===== src/rtl/ex_div_pkg.sv =====
// ex_div_pkg: shared decode constants, FSM state encoding and a helper for
// the divide unit in the execute stage.
//   - INST_TYPE_R_M / FUNCT7_M : R-type opcode and M-extension funct7
//   - F3_*                     : funct3 codes of DIV/DIVU/REM/REMU
//   - state_e                  : IDLE / CALC / DONE
//   - neg_if()                 : conditional two's-complement negate
package ex_div_pkg;

    localparam logic [6:0] INST_TYPE_R_M = 7'b0110011;
    localparam logic [6:0] FUNCT7_M      = 7'b0000001;

    localparam logic [2:0] F3_DIV  = 3'b100;
    localparam logic [2:0] F3_DIVU = 3'b101;
    localparam logic [2:0] F3_REM  = 3'b110;
    localparam logic [2:0] F3_REMU = 3'b111;

    typedef enum logic [1:0] {
        ST_IDLE = 2'd0,
        ST_CALC = 2'd1,
        ST_DONE = 2'd2
    } state_e;

    // Negation wraps modulo 2^32, so -0x80000000 stays 0x80000000.
    function automatic logic [31:0] neg_if(input logic n, input logic [31:0] x);
        return n ? (~x + 32'd1) : x;
    endfunction

endpackage


===== src/rtl/ex_div_core.sv =====
// div_core: iterative restoring divider on unsigned magnitudes.
//   clk, rst     : clock, synchronous active-high reset
//   start_i      : load dividend/divisor and begin 2^CNT_W steps
//   kill_i       : abandon the running division
//   dividend_i   : unsigned dividend magnitude
//   divisor_i    : unsigned divisor magnitude (non-zero)
//   last_o       : the step being taken this cycle is the final one
//   quot_o/rem_o : quotient/remainder after this cycle's step (final values
//                  when last_o=1)
module div_core #(
    parameter int DATA_W = 32,
    parameter int CNT_W  = 5
) (
    input  logic              clk,
    input  logic              rst,
    input  logic              start_i,
    input  logic              kill_i,
    input  logic [DATA_W-1:0] dividend_i,
    input  logic [DATA_W-1:0] divisor_i,
    output logic              last_o,
    output logic [DATA_W-1:0] quot_o,
    output logic [DATA_W-1:0] rem_o
);

    logic [DATA_W-1:0] rem_q, quot_q, dvs_q;
    logic [CNT_W-1:0]  cnt_q;
    logic              run_q;

    logic [DATA_W:0]   rem_sh, diff;
    logic              fits;

    // quot_q starts as the dividend; its MSB shifts into the remainder while
    // quotient bits fill in from the bottom.
    always_comb begin
        rem_sh = {rem_q, quot_q[DATA_W-1]};
        diff   = rem_sh - {1'b0, dvs_q};
        fits   = ~diff[DATA_W];
        rem_o  = fits ? diff[DATA_W-1:0] : rem_sh[DATA_W-1:0];
        quot_o = {quot_q[DATA_W-2:0], fits};
    end

    // 2^CNT_W == DATA_W, so an all-ones counter marks the final step.
    assign last_o = run_q && (&cnt_q);

    always_ff @(posedge clk) begin
        if (rst) begin
            rem_q  <= '0;
            quot_q <= '0;
            dvs_q  <= '0;
            cnt_q  <= '0;
            run_q  <= 1'b0;
        end else if (start_i) begin
            rem_q  <= '0;
            quot_q <= dividend_i;
            dvs_q  <= divisor_i;
            cnt_q  <= '0;
            run_q  <= 1'b1;
        end else if (run_q) begin
            if (kill_i) begin
                run_q <= 1'b0;
            end else begin
                rem_q  <= rem_o;
                quot_q <= quot_o;
                cnt_q  <= cnt_q + 1'b1;
                if (last_o) run_q <= 1'b0;
            end
        end
    end

endmodule


===== src/rtl/ex_div.sv =====
// ex_div: multi-cycle RV32M DIV/DIVU/REM/REMU unit in the execute stage.
//   clk, rst   : clock, synchronous active-high reset
//   inst_i     : instruction from ID/EX
//   op1_i      : dividend (rs1)       op2_i : divisor (rs2)
//   rd_addr_i  : destination register from ID/EX
//   flush_i    : kills an in-flight divide, blocks a new start
//   result_o   : quotient/remainder, valid while wen_o=1 (holds otherwise)
//   rd_addr_o  : write-back destination, valid while wen_o=1
//   wen_o      : one-cycle write enable
//   hold_o     : pipeline stall request while the divide is accepted/running
//   busy_o     : unit not in IDLE
module ex_div
    import ex_div_pkg::*;
#(
    parameter int DATA_W = 32,
    parameter int CNT_W  = 5
) (
    input  logic              clk,
    input  logic              rst,
    input  logic [31:0]       inst_i,
    input  logic [DATA_W-1:0] op1_i,
    input  logic [DATA_W-1:0] op2_i,
    input  logic [4:0]        rd_addr_i,
    input  logic              flush_i,
    output logic [DATA_W-1:0] result_o,
    output logic [4:0]        rd_addr_o,
    output logic              wen_o,
    output logic              hold_o,
    output logic              busy_o
);

    state_e            state_q, state_d;
    logic              rem_op_q, rem_op_d;
    logic              s1_q, s1_d, s2_q, s2_d;
    logic [4:0]        rd_lat_q, rd_lat_d;
    logic [4:0]        rd_q, rd_d;
    logic [DATA_W-1:0] result_q, result_d;
    logic              wen_q, wen_d;

    logic [2:0]        f3;
    logic              is_div, start, op_signed, s1, s2, ovf, dvz, core_start;
    logic              core_last;
    logic [DATA_W-1:0] core_quot, core_rem;

    assign f3        = inst_i[14:12];
    assign is_div    = (inst_i[6:0] == INST_TYPE_R_M) && (inst_i[31:25] == FUNCT7_M) && f3[2];
    assign start     = is_div && (state_q == ST_IDLE) && !flush_i;
    assign op_signed = !f3[0];
    assign s1        = op_signed & op1_i[DATA_W-1];
    assign s2        = op_signed & op2_i[DATA_W-1];
    assign dvz       = (op2_i == '0);
    assign ovf       = op_signed && (op1_i == {1'b1, {(DATA_W-1){1'b0}}}) && (&op2_i);
    assign core_start = start && !dvz && !ovf;

    div_core #(.DATA_W(DATA_W), .CNT_W(CNT_W)) u_core (
        .clk        (clk),
        .rst        (rst),
        .start_i    (core_start),
        .kill_i     (flush_i),
        .dividend_i (neg_if(s1, op1_i)),
        .divisor_i  (neg_if(s2, op2_i)),
        .last_o     (core_last),
        .quot_o     (core_quot),
        .rem_o      (core_rem)
    );

    always_comb begin
        state_d  = state_q;
        rem_op_d = rem_op_q;
        s1_d     = s1_q;
        s2_d     = s2_q;
        rd_lat_d = rd_lat_q;
        rd_d     = rd_q;
        result_d = result_q;
        wen_d    = 1'b0;
        unique case (state_q)
            ST_IDLE: begin
                if (start) begin
                    rem_op_d = f3[1];
                    s1_d     = s1;
                    s2_d     = s2;
                    rd_lat_d = rd_addr_i;
                    if (dvz || ovf) begin
                        // Results that need no iteration: written back next cycle.
                        if (dvz) result_d = f3[1] ? op1_i : '1;
                        else     result_d = f3[1] ? '0 : op1_i;
                        rd_d    = rd_addr_i;
                        wen_d   = 1'b1;
                        state_d = ST_DONE;
                    end else begin
                        state_d = ST_CALC;
                    end
                end
            end
            ST_CALC: begin
                if (flush_i) begin
                    state_d = ST_IDLE;
                end else if (core_last) begin
                    // Remainder takes the dividend's sign, quotient the XOR.
                    result_d = rem_op_q ? neg_if(s1_q, core_rem)
                                        : neg_if(s1_q ^ s2_q, core_quot);
                    rd_d     = rd_lat_q;
                    wen_d    = 1'b1;
                    state_d  = ST_DONE;
                end
            end
            default: state_d = ST_IDLE;
        endcase
    end

    always_ff @(posedge clk) begin
        if (rst) begin
            state_q  <= ST_IDLE;
            rem_op_q <= 1'b0;
            s1_q     <= 1'b0;
            s2_q     <= 1'b0;
            rd_lat_q <= '0;
            rd_q     <= '0;
            result_q <= '0;
            wen_q    <= 1'b0;
        end else begin
            state_q  <= state_d;
            rem_op_q <= rem_op_d;
            s1_q     <= s1_d;
            s2_q     <= s2_d;
            rd_lat_q <= rd_lat_d;
            rd_q     <= rd_d;
            result_q <= result_d;
            wen_q    <= wen_d;
        end
    end

    assign result_o  = result_q;
    assign rd_addr_o = rd_q;
    assign wen_o     = wen_q;
    assign busy_o    = (state_q != ST_IDLE);
    assign hold_o    = !rst && (start || (state_q == ST_CALC));

endmodule


===== config.mk =====
export PLATFORM = sky130hd
export DESIGN_NAME = ex_div
export DESIGN_NICKNAME = d
export VERILOG_FILES = /design/src/rtl/ex_div_pkg.sv /design/src/rtl/ex_div_core.sv /design/src/rtl/ex_div.sv
export SDC_FILE = /design/constraint.sdc
export NUM_CORES = 1
export LEC_CHECK = 0
export BUFFER_PORTS_ARGS = -buffer_cell sky130_fd_sc_hd__buf_4
export CAP_MARGIN = 20
export CELL_PAD_IN_SITES_DETAIL_PLACEMENT = 0
export CELL_PAD_IN_SITES_GLOBAL_PLACEMENT = 1
export CORE_UTILIZATION = 44
export CTS_CLUSTER_SIZE = 20
export DETAILED_ROUTE_END_ITERATION = 8
export PLACE_DENSITY_LB_ADDON = 0.1
export SETUP_SLACK_MARGIN = 0.02
export SLEW_MARGIN = 20
export SYNTH_ARGS = -nofsm -noshare
export SYNTH_HDL_FRONTEND = slang
export SYNTH_SLANG_ARGS = --single-unit

===== constraint.sdc =====
create_clock -name clk -period 5.55 [get_ports clk]
set_input_delay 1.11 -clock clk [delete_from_list [all_inputs] [get_ports clk]]
set_output_delay 1.11 -clock clk [all_outputs]
set_load 0.005 [all_outputs]

Yosys cells after proc, flatten, opt, wreduce, memory -nomap -nowiden
Index checks and enable logic that the tools add are counted.
- flip-flop bits (word level): 150
- word-level logic and storage cells: 104
- add/sub/neg operators: 6
- reductions and logical operators: 30
- bitwise logic cells: 9
- equality and inequality tests: 10
- multiplexer cells: 36
- operator list (kind ; number):
    two-way mux 32 bit ; 16
    adder 32 x 1 -> 32 bit (second input constant) ; 4
    NOT 32 bit ; 4
    one-hot mux 32 bit (2 select lines) ; 1
    subtractor 33 x 32 -> 33 bit ; 1
    equality test 32 bit (second input constant) ; 1
    logical NOT 32 bit ; 1
    AND reduction 32 bit ; 1
    two-way mux 5 bit ; 4
    logical AND 1 bit ; 10
    one-hot mux 5 bit (2 select lines) ; 1
    AND reduction 5 bit ; 2
    two-way mux 1 bit ; 8
    two-way mux 2 bit ; 4
    AND reduction 2 bit ; 4
    equality test 7 x 1 -> 1 bit (second input constant) ; 1
    equality test 7 x 6 -> 1 bit (second input constant) ; 1
    inequality test 2 bit (second input constant) ; 3
    nonzero test 2 bit ; 3
    adder 5 x 1 -> 5 bit (second input constant) ; 1
    logical NOT 1 bit ; 5
    inequality test 2 x 1 -> 1 bit (second input constant) ; 2
    one-hot mux 2 bit (2 select lines) ; 1
    inequality test 3 bit (second input constant) ; 1
    8 further kinds ; 11

Depth between registers and ports, before layout
- depth after elaboration: 9
- mapped depth: 23
- mapped depth without buffers: 22

By module
Synthesis repeated with hierarchy kept, for this count alone.
- cell total of the unflattened synthesis: 1570
- area, all modules: 12002.8 µm²
- modules (own cells, without submodules) (module ; seq. area each (µm²) ; cells each ; area each (µm²) ; times used):
    div_core ; 2042.0 ; 799 ; 6281.0 ; 1
    ex_div ; 960.9 ; 771 ; 5721.7 ; 1

Worst setup path before layout
Ideal clock, no wire load.
- kind: register -> register
- start: register u_core.dvs_q[7]
- end: register result_q[28] (netlist: result_o[28])
- arrival: 4382 ps
- library setup time: 117 ps
- setup slack: 1050 ps
- stages on the path, launching flop included: 23
- data required time: 5433 ps
- cell sequence: dfxtp_1 -> inv_1 -> ha_1 -> buf_6 -> a21o_2 -> a21o_2 -> o21ai_0 -> a21oi_2 -> nor3_2 -> nor2_2 -> clkinv_1 -> clkbuf_1 -> ha_1 -> nor3b_1 -> and2_0 -> clkbuf_1 -> nand2_1 -> nor3_1 -> a21oi_1 -> xor2_1 -> o221ai_1 -> a31oi_1 -> a32o_1
- longest elaborated chain between the ends: 9
- elaborated cells between the ends (all ways): 13
- those cells by class: add/sub (3); mux (7); bitwise (3)
- ends and longest elaborated chain (what ; line ; RTL):
    start, declared ; ex_div_core.sv:25 ; logic [DATA_W-1:0] rem_q, quot_q, dvs_q;
    start signal, assigned ; ex_div_core.sv:55 ; dvs_q <= divisor_i;
    subtractor 33 x 32 -> 33 bit (*) ; ex_div_core.sv:36 ; diff = rem_sh - {1'b0, dvs_q};
    two-way mux 32 bit / NOT 1 bit (equally long branches) ; ex_div_core.sv:38, ex_div_core.sv:37 ;
    NOT 32 bit ; ex_div_pkg.sv:25 ; return n ? (~x + 32'd1) : x;
    adder 32 x 1 -> 32 bit ; ex_div_pkg.sv:25 ;
    two-way mux 32 bit ; ex_div_pkg.sv:25 ;
    two-way mux 32 bit (*) ; ex_div.sv:100 ; result_d = rem_op_q ? neg_if(s1_q, core_rem)
    two-way mux 32 bit (*) ; ex_div.sv:98 ; end else if (core_last) begin
    two-way mux 32 bit (*) ; ex_div.sv:96 ; if (flush_i) begin
    one-hot mux 32 bit (2 select lines) (*) ; ex_div.sv:76 ; unique case (state_q)
    end signal, assigned ; ex_div.sv:128 ; result_q <= result_d;
    end, declared ; ex_div.sv:37 ; logic [DATA_W-1:0] result_q, result_d;
Every way passes the cells marked *; elsewhere a longest branch is shown, timed or not. The select of a mux whose other input is x is not followed.
A chain may end at the register's enable or synchronous reset.

Worst setup path after layout
- start: register u_core.rem_q[4]
- end: register result_q[24] (netlist: result_o[24])
- longest elaborated chain between the ends: 9
- elaborated cells between the ends (all ways): 13
- those cells by class: add/sub (3); mux (7); bitwise (3)
- ends and longest elaborated chain (what ; line ; RTL):
    start, declared ; ex_div_core.sv:25 ;
    start signal, assigned ; ex_div_core.sv:62 ; rem_q <= rem_o;
    subtractor 33 x 32 -> 33 bit ; ex_div_core.sv:36 ;
    two-way mux 32 bit / NOT 1 bit (equally long branches) ; ex_div_core.sv:38, ex_div_core.sv:37 ;
    NOT 32 bit ; ex_div_pkg.sv:25 ;
    adder 32 x 1 -> 32 bit ; ex_div_pkg.sv:25 ;
    two-way mux 32 bit ; ex_div_pkg.sv:25 ;
    two-way mux 32 bit (*) ; ex_div.sv:100 ;
    two-way mux 32 bit (*) ; ex_div.sv:98 ;
    two-way mux 32 bit (*) ; ex_div.sv:96 ;
    one-hot mux 32 bit (2 select lines) (*) ; ex_div.sv:76 ;
Marks and branches as above.

==> flow_summary.ini <==
[clock_tree]
clockBufferDepth = 2
cts.sinks = 150
cts_made_buffers = 17
ctsRootBufferMaster = clkbuf_16
post_cts_buffers = 0
ctsHoldBuffers = 0
h-tree-depth = 4
clkSlewWorstSetupHoldPaths_ns = 0.07
insertion_delay_ns = 0.44
tritoncts = built
ctsResizeCount = 0

[route]
vias = 12750
dr.first_iter.drc_count = 1128
final_antenna_net_count = 0
avgRoutedWirePerCell_um = 20.31
wl_mm = 43.55
routed_via_density = 5.945
firstDrtPassIters = 7
drcViolationCount = 0

[global_route]
antenna_found_initial = 0
grt_overflow = 0
grt_pass1_wl_mm = 67.12
grt_usage = 0.3029
grt_max_degree = 124
grt_pass1_vias = 11520

[final_layout]
areaGrowthSynthToFinish_pct = 14.45
final_cell_mix = nor2_1, nand2_1, a21oi_1
diodes = 0
nets = 1897
post_route_cells_drive_above_1_share = 0.1416
layout_commonest_cell = nor2_1
utilization = 0.5111
final.fill_count = 2836

[sta]
setup_violations = 0
fin_skew_ns = 0.01474
period_share = 0.8352
tns_ns = 0
hold_viol = 0
period_minus_slack_ns = 4.635
tightest_slew_ns = 1.052
slew_headroom = 0.2972
max_freq_mhz = 215.7
fin_ws_ns = 0.9145
rsz0062_at_grt = false
slew_viol_final = 0

[pwr]
power_frac_seq = 0.426
p_leak_nw = 5.602
power.total_mw = 2.525
switching_share = 0.2630
irDropWorstVdd_mv = 0.1660
p_clk_frac = 0.491
p_int_mw = 1.861
p_comb_frac = 0.083
switchingPower_mw = 0.6641
power_density_mw_per_mm2 = 177.8

[worst_setup_path]
cp-start-kind = flop
endpoint_kind = flop
r2r_setup_slack_ns = 0.91
worst_ep_required_time_ns = 5.94
cp.arrival_ns = 5.02
worstSetupPathType = flop to flop
cp_max_fo = 8

[floorplan]
io_pins = 144
fp-row-count = 61
dieWidth_um = 169.9
dieArea_mm2 = 0.02887
start_util = 0.4466
die_h_um = 169.9
core_mm2 = 0.02778

[synthesis]
synthCells = 1687
syn-num-nets = 1831
yosys_warnings = 0
synth_compound_area_frac = 0.2693
synth-edff-count = 0
yosysSeqAreaShare = 0.2420
yosys.cell_types.count = 101
ys_ff_latch = 150
synth_top_family_by_area = compound AO/OA/AOI/OAI gates
synth_simple_gate_area_share = 0.2316
synthFlopType = dfxtp_1
ys_async_sr_fraction = 0
synthAdderAreaFrac = 0.06273
synth_area_mm2 = 0.01241
synth-xor-area-share = 0.09036
syn_area_per_cell_um2 = 7.354
muxShareOfSynthArea = 0.04256

[place]
hpwl_mm = 33.26
io_buffers = 128
place.gp.congestion = 0.9236
place_ws_ns = 0.9592

[worst_hold_path]
worstHoldPathType = flop to flop

[outcome]
status = complete, no violations

[job]
maxCapViolations = 0
[sequential cells by signal, summed over array words and instances (netlist names)]
signal	cells
result_o	32
u_core.dvs_q	32
rd_lat_q	5
u_core.cnt_q	5
s1_q	1
u_core.quot_q	32
wen_o	1
u_core.run_q	1
state_q	2
u_core.rem_q	32
rem_op_q	1
s2_q	1
rd_addr_o	5
[per-layer routing]
metal | routed length [µm] | GRT usage | vias up
met4 | 711 | 0.07560 | 0
met3 | 2736 | 0.03442 | 39
li1 | - | - | 6247
met1 | 20900 | 0.4463 | 5991
met2 | 19200 | 0.4640 | 470
met5 | 0 | 0 | -
[critical path, stage by stage, from the launching register on]
cell,delay (ns)
dfxtp_1,0.45
ha_1,0.37
a21o_4,0.29
a21o_2,0.22
o21ai_0,0.44
a21oi_2,0.16
o21a_1,0.23
nor2_4,0.23
nand2_1,0.08
a21boi_0,0.12
buf_4,0.16
inv_1,0.05
ha_1,0.21
nand2_1,0.11
nor3_1,0.19
o21ai_0,0.14
o31a_1,0.17
o41ai_1,0.51
nor2_1,0.07
o21ai_0,0.20
a31o_2,0.18
[power by group through the flow]
| stage | Combinational [mW] | Clock [mW] | Sequential (mW) |
|---|---|---|---|
| 2_1_floorplan | 0.0986 | 0 | 1.10 |
| 5_1_grt | 0.225 | 1.31 | 1.08 |
| 6_report | 0.209 | 1.24 | 1.08 |
| 3_3_place_gp | 0.206 | 0 | 1.10 |
| 3_5_place_dp | 0.206 | 0 | 1.10 |
| 4_1_cts | 0.207 | 1.26 | 1.08 |
[cell families (layout without fill, tap and decap cells)]
group                      count (synthesis)  after routing
buffers and inverters                    171            250
and+or+nand+nor                          610            610
muxes                                     49             49
DFF                                      150            150
xor gates and xnor gates                 128            128
AOI/OAI and AO/OA                        512            512
adders and majority gates                 67             67
[cells in the mapped netlist (13+ instances only)]
master	count	area share
xnor2_1	70	0.049
o21ai_0	85	0.034
maj3_1	27	0.022
nand2_1	176	0.053
mux2i_1	37	0.030
ha_1	39	0.039
nor4_1	21	0.011
a21oi_1	170	0.069
nand4_1	23	0.012
nor3_1	30	0.012
a31oi_1	16	0.0081
clkbuf_1	86	0.026
xor2_1	58	0.041
o31ai_1	19	0.011
dfxtp_1	150	0.24
inv_1	60	0.018
nor2_1	224	0.068
o211ai_1	13	0.0079
nand3_1	24	0.0097
or3_1	16	0.0081
a211oi_1	78	0.047
[layout make-up]
type                    instances  area [µm²]  area share
clock buffers                  18       439.2     0.03093
clock inverters                14       178.9     0.01260
inverters                      62       232.7     0.01639
multi-input cells            1366        8677      0.6111
flip-flops and latches        150        3003      0.2115
well taps                     378       473.0     0.03331
repair buffers                156        1196     0.08424
[final timing paths]
path | startpoint | to | cells past startpoint
min reg2reg | result_o[0] | result_o[0] | 2
max | u_core.rem_q[4] | result_o[24] | 20
max reg2reg | u_core.rem_q[4] | result_o[24] | 20
min | result_o[0] | result_o[0] | 2
[stage by stage]
stage	hold slack, ns	area [µm²]	std cells
after global placement	0.4453	13580	2112
after CTS	0.4666	14200	2144
after floorplan	0.4406	12410	1687
final	0.4612	14200	2144
after detailed placement	0.4566	13580	2112
after global routing	0.4872	14200	2144
Power figures use the tool's default switching activity.
